==> src/rtl/nco_gen.sv <==
// Purpose: phase-accumulator NCO with sine, cosine, square and sawtooth outputs and 8-bit amplitude scaling.
// Latency: en sampled at edge t -> sine/out_valid at edge t+2; back-to-back en gives one sample per cycle.
// Backpressure: none (free-running); FCW writes are held pending and applied at a phase wrap or sync_clr.
module nco_gen #(
    parameter int PHASE_W = 24,
    parameter int LUT_AW  = 8,
    parameter int OUT_W   = 20
) (
    input  logic                     clk,
    input  logic                     reset_n,
    input  logic                     en,
    input  logic                     fcw_wr,
    input  logic [PHASE_W-1:0]       fcw_in,
    input  logic                     sync_clr,
    input  logic [PHASE_W-1:0]       poff,
    input  logic [1:0]               mode,
    input  logic [7:0]               amp,
    output logic                     fcw_busy,
    output logic signed [OUT_W-1:0]  sine,
    output logic                     out_valid
);
    localparam int QW = LUT_AW - 2;
    localparam int QN = 2**QW;
    // Only the top bits of the offset phase are ever looked at downstream.
    localparam int PW = (OUT_W > LUT_AW) ? OUT_W : LUT_AW;
    localparam logic signed [OUT_W-1:0] FULL = {1'b0, {(OUT_W-1){1'b1}}};

    // Quarter-wave entry k, sampled at bin centres so the table folds symmetrically.
    function automatic logic [OUT_W-1:0] q_val(input int k);
        real ang;
        real v;
        ang = 2.0 * 3.14159265358979323846 * (real'(k) + 0.5) / real'(2**LUT_AW);
        v   = $sin(ang) * (2.0**(OUT_W-1) - 1.0);
        return OUT_W'($rtoi(v + 0.5));
    endfunction

    logic [OUT_W-1:0] w_qtab [QN];
    for (genvar gk = 0; gk < QN; gk++) begin : g_qtab
        assign w_qtab[gk] = q_val(gk);
    end

    logic [PHASE_W-1:0]       r_phase;
    logic [PHASE_W-1:0]       r_fcw_act;
    logic [PHASE_W-1:0]       r_fcw_pend;
    logic                     r_fcw_busy;
    logic [PW-1:0]            r_s1_p;
    logic [1:0]               r_s1_mode;
    logic [7:0]               r_s1_amp;
    logic                     r_s1_vld;
    logic signed [OUT_W-1:0]  r_s2_s;
    logic [7:0]               r_s2_amp;
    logic                     r_s2_vld;

    logic [PHASE_W:0]         w_sum;
    logic                     w_fcw_apply;
    logic [LUT_AW-1:0]        w_addr;
    logic [LUT_AW-1:0]        w_trig_a;
    logic [QW-1:0]            w_idx;
    logic [OUT_W-1:0]         w_mag;
    logic signed [OUT_W-1:0]  w_s;
    logic signed [OUT_W+9:0]  w_s_ext;
    logic signed [OUT_W+9:0]  w_g_ext;
    logic signed [OUT_W+9:0]  w_prod;

    assign fcw_busy = r_fcw_busy;

    // Next-phase sum and the decision to promote the pending FCW (wrap, idle accumulator, or clear).
    always_comb begin
        w_sum       = {1'b0, r_phase} + {1'b0, r_fcw_act};
        w_fcw_apply = r_fcw_busy & (sync_clr | (en & (w_sum[PHASE_W] | (r_fcw_act == '0))));
    end

    // Phase accumulator and FCW pending/active registers; a write in the same cycle as a promotion stays pending.
    always_ff @(posedge clk or negedge reset_n) begin
        if (!reset_n) begin
            r_phase    <= '0;
            r_fcw_act  <= '0;
            r_fcw_pend <= '0;
            r_fcw_busy <= 1'b0;
        end else begin
            if (sync_clr) begin
                r_phase <= '0;
            end else if (en) begin
                r_phase <= w_sum[PHASE_W-1:0];
            end
            if (w_fcw_apply) begin
                r_fcw_act <= r_fcw_pend;
            end
            if (fcw_wr) begin
                r_fcw_pend <= fcw_in;
                r_fcw_busy <= 1'b1;
            end else if (w_fcw_apply) begin
                r_fcw_busy <= 1'b0;
            end
        end
    end

    // Stage 1: capture offset phase (pre-increment) with the waveform controls that belong to this sample.
    always_ff @(posedge clk or negedge reset_n) begin
        if (!reset_n) begin
            r_s1_p    <= '0;
            r_s1_mode <= '0;
            r_s1_amp  <= '0;
            r_s1_vld  <= 1'b0;
        end else begin
            r_s1_vld <= en;
            if (en) begin
                r_s1_p    <= PW'((r_phase + poff) >> (PHASE_W - PW));
                r_s1_mode <= mode;
                r_s1_amp  <= amp;
            end
        end
    end

    // Waveform generation: quarter-wave fold for sine/cosine, sign of MSB for square, raw phase for saw.
    always_comb begin
        w_addr   = r_s1_p[PW-1 -: LUT_AW];
        w_trig_a = w_addr;
        if (r_s1_mode == 2'b01) begin
            w_trig_a = w_addr + LUT_AW'(QN);
        end
        w_idx = w_trig_a[QW-1:0] ^ {QW{w_trig_a[LUT_AW-2]}};
        w_mag = w_qtab[w_idx];
        case (r_s1_mode)
            2'b00, 2'b01: w_s = w_trig_a[LUT_AW-1] ? -$signed(w_mag) : $signed(w_mag);
            2'b10:        w_s = w_addr[LUT_AW-1] ? -FULL : FULL;
            default:      w_s = $signed(r_s1_p[PW-1 -: OUT_W]);
        endcase
    end

    // Stage 2: register the raw sample together with its amplitude.
    always_ff @(posedge clk or negedge reset_n) begin
        if (!reset_n) begin
            r_s2_s   <= '0;
            r_s2_amp <= '0;
            r_s2_vld <= 1'b0;
        end else begin
            r_s2_vld <= r_s1_vld;
            if (r_s1_vld) begin
                r_s2_s   <= w_s;
                r_s2_amp <= r_s1_amp;
            end
        end
    end

    // Amplitude scaling by (amp+1)/256; amp=255 is exact unity and the shift floors.
    always_comb begin
        w_s_ext = (OUT_W+10)'(r_s2_s);
        w_g_ext = (OUT_W+10)'({2'b00, r_s2_amp} + 10'd1);
        w_prod  = w_s_ext * w_g_ext;
    end

    // Stage 3: output register; sine only moves when a valid sample lands.
    always_ff @(posedge clk or negedge reset_n) begin
        if (!reset_n) begin
            sine      <= '0;
            out_valid <= 1'b0;
        end else begin
            out_valid <= r_s2_vld;
            if (r_s2_vld) begin
                sine <= OUT_W'(w_prod >>> 8);
            end
        end
    end
endmodule
==> config.mk <==
export PLATFORM = sky130hd
export DESIGN_NAME = nco_gen
export DESIGN_NICKNAME = d
export VERILOG_FILES = /design/src/rtl/nco_gen.sv
export SDC_FILE = /design/constraint.sdc
export NUM_CORES = 1
export LEC_CHECK = 0
export CAP_MARGIN = 20
export CORE_MARGIN = 8
export CORE_UTILIZATION = 60
export CTS_CLUSTER_SIZE = 12
export DETAILED_ROUTE_END_ITERATION = 12
export PLACE_DENSITY = 0.86
export SYNTH_ARGS = -nofsm -noshare
export SYNTH_HDL_FRONTEND = slang
export SYNTH_SLANG_ARGS = --single-unit
==> constraint.sdc <==
create_clock -name clk -period 10.85 [get_ports clk]
set_input_delay 1.6275 -clock clk [delete_from_list [all_inputs] [get_ports clk]]
set_output_delay 1.6275 -clock clk [all_outputs]
set_load 0.03 [all_outputs]
-- After elaboration in Yosys (flattened, before gate mapping)
Memory sizes are Yosys's and may differ from the RTL's.
Index checks and enable logic that the tools add are counted.
- register bits after elaboration: 154
- ROM bits: 1280
- input port bits: 63
- output and inout port bits: 22
- memories kept: 1
- add/sub/neg operators: 5
- $mul: 1
- magnitude comparators: 1
- equality and inequality tests: 2
- mux-type cells: 10
- bitwise logic cells: 6
- reductions and logical operators: 5
- memory list (name ; words ; bits a word ; rd ports ; clocked after Yosys merged registers in ; write ports ; line ; text):
    (no name shown) ; 64 ; 20 ; 1 ; 0 ; 0 ; 123 ; w_mag = w_qtab[w_idx];
- operators with widths (operator ; number):
    $mux W20 ; 4
    $mux W24 ; 2
    $pmux W20 S2 ; 1
    $mul A20 B10 Y28 ; 1
    $add A24 B24 Y25 ; 1
    $add A24 B24 Y24 ; 1
    $logic_not A24 Y1 ; 1
    $neg A20 Y20 ; 1
    $add A8 B1 Y9 const B ; 1
    $add A8 B7 Y8 const B ; 1
    $mux W8 ; 1
    $ge A7 B7 Y1 const B ; 1
    $not A6 Y7 ; 1
    $xor A6 B6 Y6 ; 1
    $reduce_bool A2 Y1 ; 2
    $and A1 B1 Y1 ; 2
    $eq A2 B1 Y1 const B ; 1
    $eq A2 B2 Y1 const B ; 1
    $logic_not A2 Y1 ; 1
    $mux W1 ; 2
    $or A1 B1 Y1 ; 2
    $reduce_or A2 Y1 ; 1

-- Logic depth before layout (Yosys ltp)
Gate-level depths: netlist of run 1.
- depth in word-level cells: 10
- depth in mapped cells: 26
- gate-level depth less buffers: 25

-- Worst setup path before layout of run 1
OpenSTA, ideal clock, no wires.
- path type: register to register
- from: reg r_s2_amp[0]
- to: reg sine[16]
- setup time: 0.125 ns
- arrival time: 5.783 ns
- data required time: 10.725 ns
- slack: 4.942 ns
- stages on the path, launching flop included: 23
- period minus slack after synthesis: 5.908 ns
- path through: dfrtp_1 ha_1 clkbuf_1 clkbuf_1 nand2_1 fa_1 inv_1 fa_1 fa_1 fa_1 inv_1 fa_1 inv_1 ha_1 o21ai_0 o2bb2ai_1 or3_1 nand2_1 nand3_1 o211ai_1 a31oi_1 xnor2_1 mux2_2
- word-level cells in the longest chain between the ends: 2
- ends and longest elaborated chain (what ; line ; text):
    start, declared ; 51 ; logic [7:0] r_s2_amp;
    start signal, assigned ; 141 ; r_s2_amp <= r_s1_amp;
    $add A8 B1 Y9 ; 149 ; w_g_ext = (OUT_W+10)'({2'b00, r_s2_amp} + 10'd1);
    $mul A20 B10 Y28 ; 150 ; w_prod = w_s_ext * w_g_ext;
    end signal, assigned ; 161 ; sine <= OUT_W'(w_prod >>> 8);
    end, declared ; 19 ; output logic signed [OUT_W-1:0] sine,
Every way passes these cells.
A chain may end at the register's enable or synchronous reset.

-- Final worst setup path of run 1
- from: reg r_s2_amp[0]
- to: reg sine[17]
The elaborated chain is that of the path after synthesis.

==> flow_summary.json, run 1 <==
{
  "clock_latency_ps": 440,
  "setup_violations": 0,
  "fin_crit_ps": 7380,
  "die_h_um": 184,
  "clock_skew_ps": 15.1,
  "grtUsageTotal": 0.281,
  "die_w_um": 184,
  "synth_edf_count": 0,
  "num_antenna_cells": 0,
  "antenna_found_initial": 0,
  "hpwlAfterDp_um": 33100,
  "final_cells": 2231,
  "wire_per_inst_um": 21.0,
  "ys_seq_area_frac": 0.227,
  "drt-initial-drc-count": 1415,
  "syn_nets": 2154,
  "portBuffers": 84,
  "rsz0062_at_grt": "false",
  "synth.avg_cell_area_um2": 9.30,
  "worst-path-max-fanout": 22,
  "timing.critical_path.mode_cell": "fa_1",
  "num_rows": 61,
  "async_reset_ff_frac": 1.00,
  "setup_tns_ps": 0,
  "min_path_type": "flop to flop",
  "placedCellCount": 2195,
  "max-slew-margin-rel": 0.194,
  "drv_slew": 0,
  "cp.required_ps": 11140,
  "routed-via-count": 14300,
  "crit_arrival_ps": 7670,
  "synthCells": 1829,
  "viasPerCell": 6.42,
  "clk_pin_slew_ps": 80,
  "finalWirelength_um": 46800,
  "maxCapViolations": 0,
  "layout-drive-gt1-share": 0.0971,
  "ys_warn_count": 0,
  "first_global_vias": 14500,
  "start_util": 0.611,
  "fin_nets": 2165,
  "slowest_delay_ps": 810,
  "synth_ff_type": "dfrtp_1",
  "cts_resized": 0,
  "synthTopCellsByArea": "dfrtp_1 (23%), fa_1 (17%), ha_1 (8.8%)",
  "ys_types": 86,
  "worstSetupStartpointType": "flop",
  "core_region_area_mm2": 0.0279,
  "htree_levels": 4,
  "grt_pass1_wl_um": 76500,
  "dieArea_mm2": 0.0340,
  "place.gp.congestion": 0.987,
  "crit_chain": "ha_1 > nand3_1 > xor2_2 > nor2b_1 > fa_1 > fa_1 > fa_1 > fa_1 > inv_1 > fa_1 > inv_1 > ha_1 > o21a_1 > o2bb2ai_1 > or3_1 > nand2_1 > nand3_1 > o211ai_1 > a31oi_1 > o21bai_1 > xnor2_1 > mux2i_1",
  "end_kind": "flop",
  "grt_overflow": 0,
  "worst_pin_slew_ps": 1210,
  "clock-sinks": 154,
  "period_share": 0.680,
  "grt_max_degree": 83,
  "ant_nets": 0,
  "mostFrequentLayoutCell": "inv_1",
  "ios": 85,
  "synth.top_cell.area_share": 0.227,
  "cts_max_path_buffers": 2,
  "clock.fmax_ghz": 0.135,
  "area_delta_synth_final_pct": 9.68,
  "synthesis.area_mm2": 0.0170,
  "finalHoldViolCount": 0,
  "synth_top_area_cell": "dfrtp_1",
  "drtPass1Iterations": 8,
  "final_cell_mix": "inv_1 (170), dfrtp_1 (153), fa_1 (143)",
  "cts_buffers": 17,
  "drc": 0,
  "path_delay_family": "adder cells",
  "cts_setup_buffers": 0,
  "ys_ff_latch": 154,
  "tritoncts": "built",
  "cp_slowest_cell": "dfrtp_1",
  "crit_type": "flop to flop",
  "post-route-util": 0.670,
  "clock-root-buffer": "clkbuf_16",
  "postCtsHoldBufs": 0,
  "cp_num_buf_inv": 2,
  "status": "finished, final reports clean"
}
-- synthesized netlist by cell type, drive strengths merged (30+ instances only) --
library cell and count:
xnor2 64, dfrtp 154, nor2 132, o21ai 72, mux2i 34, a21o 30, nand2b 33, inv 173
ha 119, nor2b 78, mux2 94, fa 143, clkbuf 75, buf 42, nand2 120, xor2 31
a21oi 94
-- kinds of logic after synthesis --
| logic type | synth area share |
|---|---|
| adders and majority gates | 0.256 |
| DFF | 0.227 |
| muxes | 0.0849 |
| AOI/OAI and AO/OA | 0.158 |
| buffers and inverters | 0.0685 |
| xor gates and xnor gates | 0.0616 |
| and+or+nand+nor | 0.145 |
-- per-stage QoR --
stage,instance area [µm²],hold WS (ps),setup WS [ps]
floorplan,17000,352,4940
global placement,18000,487,3860
detailed placement,18000,491,3630
CTS,18600,505,3580
global route,18700,524,3080
finish,18700,502,3470
-- cell type report --
class,instances,area (µm²)
inverter,174,656
fill,2020,9200
sequential,154,3850
timing repair buffer,109,1080
clock inverter,13,134
clock buffer,19,453
tap,378,473
multi-input combinational,1384,12000
-- metal layers --
| layer | global-route usage | routed length [µm] |
|---|---|---|
| met5 | 0 | 0 |
| met2 | 0.458 | 22500 |
| met3 | 0.0473 | 3920 |
| met4 | 0.130 | 1960 |
| met1 | 0.363 | 18500 |
-- registers in the layout, indices dropped and copies added, names as in the netlist --
| register | cells |
|---|---|
| fcw_busy | 1 |
| out_valid | 1 |
| r_fcw_act | 24 |
| r_fcw_pend | 24 |
| r_phase | 24 |
| r_s1_amp | 8 |
| r_s1_mode | 2 |
| r_s1_p | 20 |
| r_s1_vld | 1 |
| r_s2_amp | 8 |
| r_s2_s | 20 |
| r_s2_vld | 1 |
| sine | 20 |
-- worst paths after layout --
path | startpoint | cells past startpoint | slack, ps | end
max | r_s2_amp[0]$_DFFE_PN0P_ | 22 | 3470 | sine[17]$_DFFE_PN0P_
min reg2reg | r_fcw_pend[22]$_DFFE_PN0P_ | 1 | 500 | r_fcw_act[22]$_DFFE_PN0P_
min in group asynchronous | reset_n | 1 | 1220 | sine[0]$_DFFE_PN0P_
min | r_fcw_pend[22]$_DFFE_PN0P_ | 1 | 500 | r_fcw_act[22]$_DFFE_PN0P_
max in group asynchronous | reset_n | 2 | 8160 | r_fcw_pend[22]$_DFFE_PN0P_
max reg2reg | r_s2_amp[0]$_DFFE_PN0P_ | 22 | 3470 | sine[17]$_DFFE_PN0P_
Power of run 1 is not shown: default switching activity piles up to over one toggle a cycle in this logic, so the estimate is an artifact.
==> inputs of run 2 (changes only) <==
--- a/config.mk
+++ b/config.mk
@@ -7,10 +7,10 @@
 export LEC_CHECK = 0
 export CAP_MARGIN = 20
 export CORE_MARGIN = 8
-export CORE_UTILIZATION = 60
+export CORE_UTILIZATION = 57
 export CTS_CLUSTER_SIZE = 12
 export DETAILED_ROUTE_END_ITERATION = 12
-export PLACE_DENSITY = 0.86
+export PLACE_DENSITY = 0.85
 export SYNTH_ARGS = -nofsm -noshare
 export SYNTH_HDL_FRONTEND = slang
 export SYNTH_SLANG_ARGS = --single-unit
==> constraint.sdc (replaced) <==
create_clock -name clk -period 6.1 [get_ports clk]
set_input_delay 0.915 -clock clk [delete_from_list [all_inputs] [get_ports clk]]
set_output_delay 0.915 -clock clk [all_outputs]
set_load 0.03 [all_outputs]
==> run 2 against run 1 <==
Effect of this change:
- the run now ends with setup timing left
- register-to-register slack got worse by 3600 ps
- count of clock-buffer cells in the layout is 1 lower
- first-iteration DRC count shrank 1.8%
- critical endpoint unchanged
- non-clock buffer count rose by 51
- highest routed layer unchanged
- routed wire length grew 9.1%
- core utilization down 0.33 points
- die area up 4.8%
- critical path type unchanged
- setup slack lost 3600 ps
==> flow_summary.json, run 2 (same netlist as run 1, synthesis figures left out) <==
{
  "status": "finished, violations left",
  "violations": "setup timing",
  "die_w_um": 189,
  "final_cell_mix": "inv_1 (167), dfrtp_1 (152), fa_1 (137)",
  "slowest_delay_ps": 580,
  "finalWirelength_um": 51100,
  "drc": 0,
  "worstSetupStartpointType": "flop",
  "grt_max_degree": 81,
  "max-slew-margin-rel": 0.246,
  "first_global_vias": 14800,
  "pre_cts_slack_ps": -181,
  "tritoncts": "built",
  "routed-via-count": 14600,
  "finalHoldViolCount": 0,
  "layout-drive-gt1-share": 0.151,
  "worst_pin_slew_ps": 1130,
  "clock.fmax_ghz": 0.161,
  "viasPerCell": 6.35,
  "end_kind": "flop",
  "grtUsageTotal": 0.272,
  "crit_arrival_ps": 6530,
  "fin_crit_ps": 6230,
  "placedCellCount": 2231,
  "cts_buffers": 17,
  "clk_pin_slew_ps": 70,
  "clock_latency_ps": 450,
  "ios": 85,
  "clock-sinks": 154,
  "post-route-util": 0.667,
  "cp.required_ps": 6410,
  "core_region_area_mm2": 0.0295,
  "place.gp.congestion": 0.983,
  "drv_slew": 0,
  "wire_per_inst_um": 22.3,
  "num_antenna_cells": 0,
  "reg.largest.list": "r_fcw_act (24), r_fcw_pend (24), r_phase (24)",
  "rsz0062_at_grt": "true",
  "timing.critical_path.mode_cell": "fa_1",
  "start_util": 0.577,
  "crit_type": "flop to flop",
  "fin_nets": 2216,
  "worst-path-max-fanout": 5,
  "grt_overflow": 0,
  "min_path_type": "input port to asynchronous set/reset pin",
  "maxCapViolations": 0,
  "postCtsHoldBufs": 0,
  "clock_skew_ps": 9.40,
  "cp_slowest_cell": "fa_1",
  "cts_max_path_buffers": 2,
  "num_rows": 63,
  "fin_ws_ps": -130,
  "antenna_found_initial": 0,
  "drtPass1Iterations": 6,
  "area_delta_synth_final_pct": 15.5,
  "clock-root-buffer": "clkbuf_16",
  "grt_pass1_wl_um": 78100,
  "portBuffers": 84,
  "htree_levels": 4,
  "final_cells": 2294,
  "period_share": 1.02,
  "ant_nets": 0,
  "mostFrequentLayoutCell": "inv_1",
  "hpwlAfterDp_um": 34600,
  "dieArea_mm2": 0.0356,
  "die_h_um": 189,
  "setup_violations": 5,
  "drt-initial-drc-count": 1390
}
## run 2: cell types whose count changed in the layout (fill, tap and decap cells not counted), sizes merged
| cell | delta |
|---|---|
| bufinv | +3 |
| buf | +47 |
| clkinv | -3 |
| clkbuf | +3 |
| inv | +3 |
| clkinvlp | -2 |
## run 2: metal layers
metal	wire [µm]	GRT usage	up-vias
met1	19900	0.340	7125
met3	4290	0.0606	187
met5	0	0	-
met4	2190	0.111	0
li1	-	-	6393
met2	24700	0.451	855
## run 2: worst paths after layout
| path | from | endpoint | slack, ps | depth (start not counted) |
|---|---|---|---|---|
| setup / recovery | r_s2_amp[0]$_DFFE_PN0P_ | sine[17]$_DFFE_PN0P_ | -130 | 26 |
| hold / removal | reset_n | sine[0]$_DFFE_PN0P_ | 490 | 1 |
| setup reg to reg | r_s2_amp[0]$_DFFE_PN0P_ | sine[17]$_DFFE_PN0P_ | -130 | 26 |
| hold reg to reg | r_fcw_pend[3]$_DFFE_PN0P_ | r_fcw_act[3]$_DFFE_PN0P_ | 510 | 1 |
| max in group asynchronous | reset_n | r_phase[23]$_DFFE_PN0P_ | 4100 | 2 |
| min in group clk | r_fcw_pend[3]$_DFFE_PN0P_ | r_fcw_act[3]$_DFFE_PN0P_ | 510 | 1 |
## run 2: through the flow
stage / setup TNS, ps / hold WS, ps / cell area (µm²)
floorplan: 0 / 352 / 17000
global placement: 0 / 485 / 18200
detailed placement: -503 / 492 / 18200
CTS: 0 / 505 / 19200
global route: -1670 / 511 / 19700
finish: -303 / 490 / 19700
## run 2: area by class of cell
cell class / instances / area, µm²
Tap cell: 390 / 488
Multi-Input combinational cell: 1384 / 12400
Sequential cell: 154 / 3860
Inverter: 174 / 656
Clock inverter: 14 / 180
Timing Repair Buffer: 160 / 1630
Fill cell: 2135 / 9830
Clock buffer: 18 / 439
## run 2: repair_timing
item	in CTS	in global routing
pin swaps	35	42
gates resized for setup	40	43
setup buffers	12	10
endpoints found under the setup margin	8	11
gates cloned	3	3
## run 2: critical path: cells and delay by family, from the launching register on
| kind | cells | cell delay (ps) |
|---|---|---|
| xor gates and xnor gates | 2 | 350 |
| adders and majority gates | 6 | 2870 |
| and+or+nand+nor | 6 | 950 |
| AOI/OAI and AO/OA | 5 | 670 |
| buffers and inverters | 6 | 710 |
| DFF | 1 | 420 |
| muxes | 1 | 110 |
Power of run 2 is left out for the same reason.
